### config.mk
export PLATFORM = sky130hd
export DESIGN_NAME = serial_run_detector_flat
export DESIGN_NICKNAME = d
export VERILOG_FILES = /design/src/rtl/serial_run_detector_if.sv /design/src/rtl/serial_run_detector.sv /design/src/flat_wrapper.sv
export SDC_FILE = /design/constraint.sdc
export NUM_CORES = 1
export LEC_CHECK = 0
export BUFFER_PORTS_ARGS = -buffer_cell sky130_fd_sc_hd__buf_2
export CORE_MARGIN = 8
export CORE_UTILIZATION = 30
export CTS_CLUSTER_DIAMETER = 40
export DETAILED_ROUTE_END_ITERATION = 6
export PLACE_DENSITY = 0.59
export SYNTH_ARGS = -nofsm -noshare
export SYNTH_HDL_FRONTEND = slang
export SYNTH_SLANG_ARGS = --single-unit
### constraint.sdc
create_clock -name clk -period 1.6 [get_ports clk]
set_input_delay 0.08 -clock clk [delete_from_list [all_inputs] [get_ports clk]]
set_output_delay 0.08 -clock clk [all_outputs]
set_load 0.005 [all_outputs]
### src/rtl/serial_run_detector_if.sv
// Bundle of the serial sample inputs and the run-report outputs of serial_run_detector.
//   master: the stream source, which drives dataValid/dataIn/flush and observes the reports.
//   slave : the detector, which receives the samples and drives dataOut/runDone/runVal/runLen/runSat.
// CNT_W must match the detector's CNT_W; it sets the width of runLen.
interface serial_run_detector_if #(
  parameter int unsigned CNT_W = 4
);
  logic             dataValid;
  logic             dataIn;
  logic             flush;
  logic             dataOut;
  logic             runDone;
  logic             runVal;
  logic [CNT_W-1:0] runLen;
  logic             runSat;

  modport master (
    output dataValid, dataIn, flush,
    input  dataOut, runDone, runVal, runLen, runSat
  );

  modport slave (
    input  dataValid, dataIn, flush,
    output dataOut, runDone, runVal, runLen, runSat
  );
endinterface

### src/rtl/serial_run_detector.sv
// Serial run detector. It watches a qualified serial bit stream and tracks runs of equal bits.
//   clk : rising-edge clock.
//   rst : asynchronous, active-high reset.
//   bus : serial_run_detector_if slave.
//         in : dataValid (sample qualifier), dataIn (sample bit), flush (close the open run).
//         out: dataOut (pulse when a run of the selected polarity reaches MIN_RUN).
//              runDone (pulse when runVal/runLen/runSat report a completed run).
// Parameters:
//   CNT_W   width of the run-length counter (2..16).
//   MIN_RUN run length that fires dataOut.
//   MODE    0 = runs of ones, 1 = runs of zeros, 2 = both polarities. MODE gates only dataOut.
// All outputs are registered.
module serial_run_detector #(
  parameter int unsigned CNT_W   = 4,
  parameter int unsigned MIN_RUN = 3,
  parameter int unsigned MODE    = 2
) (
  input logic                 clk,
  input logic                 rst,
  serial_run_detector_if.slave bus
);

  localparam logic [0:0] StIdle = 1'b0;
  localparam logic [0:0] StRun  = 1'b1;

  localparam logic [CNT_W-1:0] CntMax = {CNT_W{1'b1}};
  localparam logic [CNT_W:0]   MinRun = (CNT_W + 1)'(MIN_RUN);

  logic [0:0]       state_q, state_d;
  logic             cur_val_q, cur_val_d;
  logic [CNT_W-1:0] cnt_q, cnt_d;
  logic             data_out_q, data_out_d;
  logic             run_done_q, run_done_d;
  logic             run_val_q, run_val_d;
  logic [CNT_W-1:0] run_len_q, run_len_d;
  logic             run_sat_q, run_sat_d;

  // One bit wider than the counter, so a saturated count can never equal MinRun again.
  logic [CNT_W:0]   cnt_inc;

  function automatic logic polarity_match(input logic b);
    if (MODE == 0) begin
      return b;
    end else if (MODE == 1) begin
      return ~b;
    end
    return 1'b1;
  endfunction

  always_comb begin
    state_d    = state_q;
    cur_val_d  = cur_val_q;
    cnt_d      = cnt_q;
    data_out_d = 1'b0;
    run_done_d = 1'b0;
    run_val_d  = run_val_q;
    run_len_d  = run_len_q;
    run_sat_d  = run_sat_q;
    cnt_inc    = {1'b0, cnt_q} + {{CNT_W{1'b0}}, 1'b1};

    if (bus.flush) begin
      // Any sample presented together with flush is discarded.
      if (state_q == StRun) begin
        run_done_d = 1'b1;
        run_val_d  = cur_val_q;
        run_len_d  = cnt_q;
        run_sat_d  = (cnt_q == CntMax);
        state_d    = StIdle;
        cnt_d      = '0;
      end
    end else if (bus.dataValid) begin
      if (state_q == StIdle) begin
        state_d    = StRun;
        cur_val_d  = bus.dataIn;
        cnt_d      = CNT_W'(1);
        data_out_d = (MIN_RUN == 1) && polarity_match(bus.dataIn);
      end else if (bus.dataIn == cur_val_q) begin
        if (cnt_q != CntMax) begin
          cnt_d = cnt_inc[CNT_W-1:0];
        end
        data_out_d = polarity_match(bus.dataIn) && (cnt_inc == MinRun);
      end else begin
        run_done_d = 1'b1;
        run_val_d  = cur_val_q;
        run_len_d  = cnt_q;
        run_sat_d  = (cnt_q == CntMax);
        cur_val_d  = bus.dataIn;
        cnt_d      = CNT_W'(1);
        data_out_d = (MIN_RUN == 1) && polarity_match(bus.dataIn);
      end
    end
  end

  always_ff @(posedge clk or posedge rst) begin
    if (rst) begin
      state_q    <= StIdle;
      cur_val_q  <= 1'b0;
      cnt_q      <= '0;
      data_out_q <= 1'b0;
      run_done_q <= 1'b0;
      run_val_q  <= 1'b0;
      run_len_q  <= '0;
      run_sat_q  <= 1'b0;
    end else begin
      state_q    <= state_d;
      cur_val_q  <= cur_val_d;
      cnt_q      <= cnt_d;
      data_out_q <= data_out_d;
      run_done_q <= run_done_d;
      run_val_q  <= run_val_d;
      run_len_q  <= run_len_d;
      run_sat_q  <= run_sat_d;
    end
  end

  assign bus.dataOut = data_out_q;
  assign bus.runDone = run_done_q;
  assign bus.runVal  = run_val_q;
  assign bus.runLen  = run_len_q;
  assign bus.runSat  = run_sat_q;

endmodule

### src/flat_wrapper.sv
// flat-port wrapper written by rule: the top's interface ports become plain ports
module serial_run_detector_flat 
#(
  parameter int unsigned CNT_W   = 4,
  parameter int unsigned MIN_RUN = 3,
  parameter int unsigned MODE    = 2
)
  (clk, rst, bus_dataValid, bus_dataIn, bus_flush, bus_dataOut, bus_runDone, bus_runVal, bus_runLen, bus_runSat);
  serial_run_detector_if #(.CNT_W(CNT_W)) bus_i ();
  input logic clk;
  input logic rst;
  input wire logic [$bits(bus_i.dataValid)-1:0] bus_dataValid;
  input wire logic [$bits(bus_i.dataIn)-1:0] bus_dataIn;
  input wire logic [$bits(bus_i.flush)-1:0] bus_flush;
  output wire logic [$bits(bus_i.dataOut)-1:0] bus_dataOut;
  output wire logic [$bits(bus_i.runDone)-1:0] bus_runDone;
  output wire logic [$bits(bus_i.runVal)-1:0] bus_runVal;
  output wire logic [$bits(bus_i.runLen)-1:0] bus_runLen;
  output wire logic [$bits(bus_i.runSat)-1:0] bus_runSat;
  assign bus_i.dataValid = bus_dataValid;
  assign bus_i.dataIn = bus_dataIn;
  assign bus_i.flush = bus_flush;
  assign bus_dataOut = bus_i.dataOut;
  assign bus_runDone = bus_i.runDone;
  assign bus_runVal = bus_i.runVal;
  assign bus_runLen = bus_i.runLen;
  assign bus_runSat = bus_i.runSat;
  serial_run_detector #(.CNT_W(CNT_W), .MIN_RUN(MIN_RUN), .MODE(MODE)) u_core (.clk(clk), .rst(rst), .bus(bus_i));
endmodule
# Word level (Yosys, flattened, before mapping)
# Cells that the tools add are included.
[word_totals]
output_inout_bits = 8
ff_bits = 14
elab_cells = 56
inputBits = 5
[op_classes]
reduce_logical = 4
addsub = 1
eq_ne = 8
mux = 34
n_bitwise = 1
[ops]
columns = ["cell", "count"]
rows = [
  ["4-bit 2-to-1 mux", 11],
  ["1-bit 2-to-1 mux", 23],
  ["3-bit AND reduction", 3],
  ["4-bit != test (second input constant)", 2],
  ["4-bit by 1-bit adder with 5-bit output (second input constant)", 1],
  ["5-bit by 2-bit equality test with 1-bit output (second input constant)", 1],
  ["4-bit equality test (second input constant)", 1],
  ["2-bit != test (second input constant)", 2],
  ["2-bit by 1-bit != test with 1-bit output (second input constant)", 1],
  ["2-bit nonzero test", 1],
  ["1-bit equality test", 1],
  ["1-bit NOT", 1],
]

# Longest topological paths before layout
# Gate-level depths: netlist (run 1).
[depth]
depth_word = 6
depth_mapped = 4
depth_no_buf = 4

# Worst setup path before layout (run 1)
# Ideal clock, no wire load.
[synth_path]
path_type = "register -> register"
startpoint = "register u_core.cur_val_q"
endpoint = "register u_core.run_len_q[0] (netlist: u_core.bus.runLen[0])"
path_stages_with_launch = 4
setup_slack_ps = 284
n_path_buf = 0
required_time_ps = 1475
synth_period_minus_slack_ps = 1316
arrival_ps = 1191
setup_time_ps = 125
cell_sequence = "dfrtp_1 xnor2_2 o21ai_4 mux2_2"
[synth_between]
elab_chain_len = 3
[synth_lines]
columns = ["element", "line", "rtl"]
rows = [
  ["start, declared", "serial_run_detector.sv:30", "logic cur_val_q, cur_val_d;"],
  ["start signal, assigned", "serial_run_detector.sv:106", "cur_val_q <= cur_val_d;"],
  ["1-bit equality test", "serial_run_detector.sv:77", "end else if (bus.dataIn == cur_val_q) begin"],
  ["2-bit != test (no line)", "-", ""],
  ["3-bit AND reduction (no line)", "-", ""],
  ["end signal, assigned", "serial_run_detector.sv:111", "run_len_q <= run_len_d;"],
  ["end, declared", "serial_run_detector.sv:35", "logic [CNT_W-1:0] run_len_q, run_len_d;"],
]
# No other way between the ends.
# A chain may end at the register's enable or synchronous reset.

# Worst setup path in the final report (run 1)
[layout_path]
startpoint = "register u_core.cur_val_q"
endpoint = "register u_core.run_len_q[3] (netlist: u_core.bus.runLen[3])"
# The elaborated chain is that of the path after synthesis.

==> results.cfg, run 1 <==
[sta]
finalCritPeriodShare_pct = 90.84
setup_violations = 0
maxSlewViolCount = 0
rsz0062_at_grt = no
clock.fmax_mhz = 688.1
period_needed_ns = 1.453
fin_skew_ns = 0.004693
tns_ns = 0
maxSlewHeadroom_pct = 63.70
hold_viol = 0
worst_pin_slew_ns = 0.5440
timing.final.ws_setup_ns = 0.1466

[cells_and_area]
antennaDiodeCount = 0
final_common_cell = dfrtp_1
fin_cells = 109
drive_above_1_share_pct = 34.57
area_growth_pct = 21.61
final_nets = 89
mostFrequentLayoutCells = dfrtp_1 (14), buf_2 (12), mux2_2 (8)
stdcell_area_sq_um = 852.1
fill_cells = 235

[logic_synthesis]
yosysUniqueCellTypes = 24
syn_inst = 63
seq_area_frac_synth_pct = 50.00
ys_warn_count = 0
syn_area_sq_um = 700.7
syn_nets = 70
avgSynthCellArea_sq_um = 11.12
ys_seq_elements = 14

[die]
start_util_pct = 31.67
die_y_um = 64.33
core-area_sq_um = 2212
io_pins = 13
rows = 17
die_width_um = 64.33
dieArea_sq_um = 4138

[cts]
cts_sinks = 14
cts_buffers = 3
cts_tree = built
clk_pin_slew_ns = 0.09
insertion_delay_ns = 0.29
htreeDepth = 1
root_buffer = clkbuf_4
clockBufferDepth = 2
cts_post_setup_buffers_inserted = 0

[route]
drc = 0
drtIter0Drc = 16
drt-wirelength-per-cell_um = 13.85
ant_nets = 0
viasPerCell = 4.908
route.vias.total = 535
drt_wl_total_um = 1510
dr.pass1.iters = 4

[place]
preCtsSetupSlack_ns = 0.1629
dpl.hpwl_um = 1116
dpl_cell_area_sq_um = 805.8
port_buffers = 12
place.gp.congestion = 0.7720
dp_cells = 104

[global_route]
first_global_vias = 537
gr-usage-met3_pct = 2.962
grt_max_degree = 15
use_met1_pct = 9.451
grt.busiest_layer = met2
grt_util_met2_pct = 11.68
grt_util_all_layers_pct = 8.007
gr-total-overflow = 0
antenna_found_initial = 0
grt_pass1_wl_um = 2559

[power]
switchingPower_mw = 0.2265
p_per_area_nw_per_um2 = 973.8
power_leakage_nw = 0.4134
combPwrFrac_pct = 19.0
power_frac_clock_pct = 31.5
power_frac_seq_pct = 49.4
power.internal_mw = 0.6033
sw_frac_of_total_pct = 27.30
vdd_drop_max_uv = 615.4

[setup_path]
cpPeakStageDelay_ns = 0.42
cp.arrival_ns = 1.63
required_ns = 1.78
rrSetupSlack_ns = 0.15
critPathLaunchType = flop
crit_chain = xnor2_2, o21ai_4, mux2_2
timing.critical_path.slowest_stage_cell = dfrtp_1
path_class = flop to flop
endpoint_kind = flop
crit_fanout = 8

[status]
status = finished, final reports clean

[job]
cap_viol_max_count = 0

[min_path]
hp-class = primary input to flop
==> path summary, 6_finish.rpt <==
check | start | end | cells past startpoint
max in group asynchronous | rst | u_core.cnt_q[1] | 3
min | bus_flush | u_core.state_q | 2
min reg2reg | u_core.bus.runLen[2] | u_core.bus.runLen[2] | 1
min in group asynchronous | rst | u_core.bus.dataOut | 3
max reg2reg | u_core.cur_val_q | u_core.bus.runLen[3] | 3
max | u_core.cur_val_q | u_core.bus.runLen[3] | 3
==> timing repair <==
action,in CTS,in global routing
hold endpoints to repair,14,0
hold buffers,1,0
endpoints found under the setup margin,0,0
gates resized for setup,0,0
==> critical path: cells and delay by family (launching register included) <==
| family | cells | cell delay [ns] |
|---|---|---|
| xor gates and xnor gates | 1 | 0.24 |
| AOI/OAI and AO/OA | 1 | 0.30 |
| DFF | 1 | 0.42 |
| muxes | 1 | 0.38 |
==> sequential cells by signal, indices dropped and copies added (netlist names) <==
| name | cells |
|---|---|
| u_core.bus.runSat | 1 |
| u_core.cnt_q | 4 |
| u_core.cur_val_q | 1 |
| u_core.bus.runVal | 1 |
| u_core.bus.runLen | 4 |
| u_core.state_q | 1 |
| u_core.bus.dataOut | 1 |
| u_core.bus.runDone | 1 |
==> Yosys cell counts, drive strengths merged <==
| cell type | count | area share [%] |
|---|---|---|
| nor2b | 2 | 1.8 |
| inv | 5 | 2.7 |
| buf | 1 | 0.71 |
| a21oi | 3 | 2.1 |
| nor3 | 1 | 0.71 |
| nor2 | 3 | 1.6 |
| o311ai | 1 | 1.3 |
| a31oi | 2 | 1.8 |
| xnor2 | 1 | 2.3 |
| and2 | 1 | 0.89 |
| dfrtp | 14 | 50 |
| a21boi | 2 | 2.1 |
| o22ai | 1 | 0.89 |
| nand3 | 3 | 2.1 |
| o211a | 1 | 1.4 |
| nand2 | 4 | 2.1 |
| mux2i | 1 | 1.4 |
| mux2 | 8 | 13 |
| o211ai | 1 | 1.1 |
| ha | 2 | 3.6 |
| nand4 | 2 | 1.8 |
| o21ai | 3 | 3.8 |
| and3 | 1 | 0.89 |
==> logic make-up (layout without fill, tap and decap cells) <==
logic type,count (synthesis),in the layout,share of synthesized area [%]
buf+inv,6,24,3.392
xor+xnor,1,1,2.322
compound gates,14,14,14.46
mux,9,9,14.29
flops,14,14,50.00
fa+ha+maj,2,2,3.571
simple gates,17,17,11.96
==> stage by stage <==
step                hold slack [ns]  util (%)  total power [mW]
floorplan                  -0.03078         -            0.5119
global placement             0.1339     36.43            0.5703
detailed placement           0.1617     36.43            0.5754
CTS                         0.02941     38.52            0.8411
global route                0.05328     38.52            0.8705
finish                      0.03441     38.52            0.8298
==> power groups by stage <==
| stage | sequential [mW] | clock [mW] | combinational, mW |
|---|---|---|---|
| after floorplan | 0.419 | 0 | 0.0931 |
| after global placement | 0.417 | 0 | 0.153 |
| after detailed placement | 0.418 | 0 | 0.158 |
| after CTS | 0.411 | 0.270 | 0.160 |
| after global routing | 0.415 | 0.278 | 0.177 |
| final | 0.410 | 0.262 | 0.158 |
==> layer usage <==
metal  part of all wire [%]  wire length (um)  vias up
met4                    2.9                44        0
met2                     45               683       17
met3                    5.7                86        5
li1                       -                 -      264
met5                      0                 0        -
met1                     46               695      249
==> area by class of cell <==
| type | instances | area (sq um) | share of cell area, % |
|---|---|---|---|
| clock buffer | 4 | 36.28 | 4.258 |
| inverter | 5 | 18.77 | 2.203 |
| multi-input combinational | 43 | 326.6 | 38.33 |
| sequential | 14 | 350.3 | 41.12 |
| tap | 28 | 35.03 | 4.112 |
| timing repair buffer | 15 | 85.08 | 9.985 |
No activity file was read; power rests on OpenSTA's default activity.
==> run 2: changes to the inputs <==
==> constraint.sdc (replaced) <==
create_clock -name clk -period 1.35 [get_ports clk]
set_input_delay 0.0675 -clock clk [delete_from_list [all_inputs] [get_ports clk]]
set_output_delay 0.0675 -clock clk [all_outputs]
set_load 0.005 [all_outputs]
==> run 2 against run 1 <==
  * Largest power group unchanged
  * Design area increased by 3.5%
  * Via count increased by 7.7%
  * Sequential power increased by 18%
  * Global-route usage decreased by 0.29 points
  * Clock power increased by 20%
  * Setup slack got worse by 0.098 ns
  * Critical path depth unchanged
  * Highest routed layer unchanged
  * Power increased by 21%
  * Hold slack got worse by 0.012 ns
  * Critical path type unchanged
  * Maximum frequency increased by 12%
  * Largest cell class unchanged
  * Combinational power increased by 30%
==> results.cfg, run 2 (synthesis gave the netlist of run 1 again) <==
[power]
vdd_drop_max_uv = 755.4
power_leakage_nw = 0.4342
total_power_mw = 1.003
p_per_area_nw_per_um2 = 1137

[global_route]
grt_max_degree = 15
grt_util_all_layers_pct = 7.717
grt_pass1_wl_um = 2553
antenna_found_initial = 0
first_global_vias = 573
gr-total-overflow = 0

[sta]
worst_pin_slew_ns = 0.5504
finalCritPeriodShare_pct = 96.37
clock.fmax_mhz = 768.7
rsz0062_at_grt = yes
maxSlewViolCount = 0
fin_skew_ns = 0.0009259
setup_violations = 0
period_needed_ns = 1.301
maxSlewHeadroom_pct = 63.27
hold_viol = 0

[die]
start_util_pct = 31.67
die_width_um = 64.33
rows = 17
core-area_sq_um = 2212
io_pins = 13
dieArea_sq_um = 4138
die_y_um = 64.33

[place]
port_buffers = 12
place.gp.congestion = 0.7764
dpl_cell_area_sq_um = 835.8
dp_cells = 108
dpl.hpwl_um = 1205

[setup_path]
critPathLaunchType = flop
required_ns = 1.53
endpoint_kind = flop
crit_fanout = 7
path_class = flop to flop
cp.arrival_ns = 1.48

[cts]
clk_pin_slew_ns = 0.09
insertion_delay_ns = 0.28
clockBufferDepth = 2
cts_buffers = 3
cts_sinks = 14
htreeDepth = 1
cts_resized = 0
cts_tree = built
cts_post_setup_buffers_inserted = 0
root_buffer = clkbuf_4

[route]
ant_nets = 0
drtIter0Drc = 31
route.vias.total = 576
drc = 0
dr.pass1.iters = 4
drt_wl_total_um = 1540
viasPerCell = 5.097
drt-wirelength-per-cell_um = 13.63

[cells_and_area]
mostFrequentLayoutCells = dfrtp_1 (14), buf_2 (12), mux2_2 (8)
final_nets = 93
drive_above_1_share_pct = 37.65
antennaDiodeCount = 0
fin_cells = 113
area_growth_pct = 25.89
stdcell_area_sq_um = 882.1
final_common_cell = dfrtp_1

[status]
status = finished, final reports clean

[job]
cap_viol_max_count = 0

[min_path]
hp-class = primary input to flop
run 2: cell count changes in the layout (fill, tap and decap cells not counted), sizes merged:
cell	delta
buf	+4
run 2: layout make-up:
type                    count  area (sq um)
fillers                   234          1330
multi-input cells          43         326.6
well taps                  28         35.03
flip-flops and latches     14         350.3
clock buffers               4         36.28
inverters                   5         18.77
repair buffers             19         115.1
run 2: final timing paths:
| check | startpoint | endpoint | slack [ns] | depth (start not counted) |
|---|---|---|---|---|
| min in group asynchronous | rst | u_core.bus.runLen[3] | 0.36 | 3 |
| setup reg to reg | u_core.cur_val_q | u_core.bus.runLen[1] | 0.05 | 3 |
| hold / removal | bus_flush | u_core.state_q | 0.02 | 2 |
| max in group asynchronous | rst | u_core.bus.dataOut | 0.63 | 3 |
| hold reg to reg | u_core.bus.runLen[0] | u_core.bus.runLen[0] | 0.51 | 1 |
| setup / recovery | u_core.cur_val_q | u_core.bus.runLen[1] | 0.05 | 3 |
run 2: worst max-delay path, stage by stage (launching register included):
cell	delay (ns)
dfrtp_1	0.42
xnor2_2	0.17
o21ai_4	0.24
mux2_2	0.37
run 2: report_power, final:
part	leakage, nW	switching [mW]	internal, mW	total (mW)
combinational	0.229	0.103	0.103	0.205
sequential	0.184	0.0225	0.460	0.482
clock	0.0210	0.151	0.164	0.315
total	0.434	0.276	0.727	1.00
run 2: what timing repair did:
action                                  CTS  global route
endpoints found under the hold margin    14             0
hold buffers                              1             0
endpoints found under the setup margin    0             7
run 2: metal layers:
layer,vias up,track usage (%),wire length [um]
li1,269,-,-
met1,287,8.925,707
met2,15,12.05,707
met3,5,2.439,89
met4,0,4.905,36
met5,-,0,0
run 2: stage by stage:
stage | setup slack [ns] | TNS (ns) | utilization [%] | hold slack, ns
after global routing | -0.007505 | -0.01880 | 39.88 | 0.03194
after floorplan | 0.03428 | 0 | - | -0.04328
after detailed placement | 0.02462 | 0 | 37.78 | 0.1439
after CTS | 0.008288 | 0 | 39.88 | 0.02661
final | 0.04907 | 0 | 39.88 | 0.02252
after global placement | 0.05069 | 0 | 37.78 | 0.1298
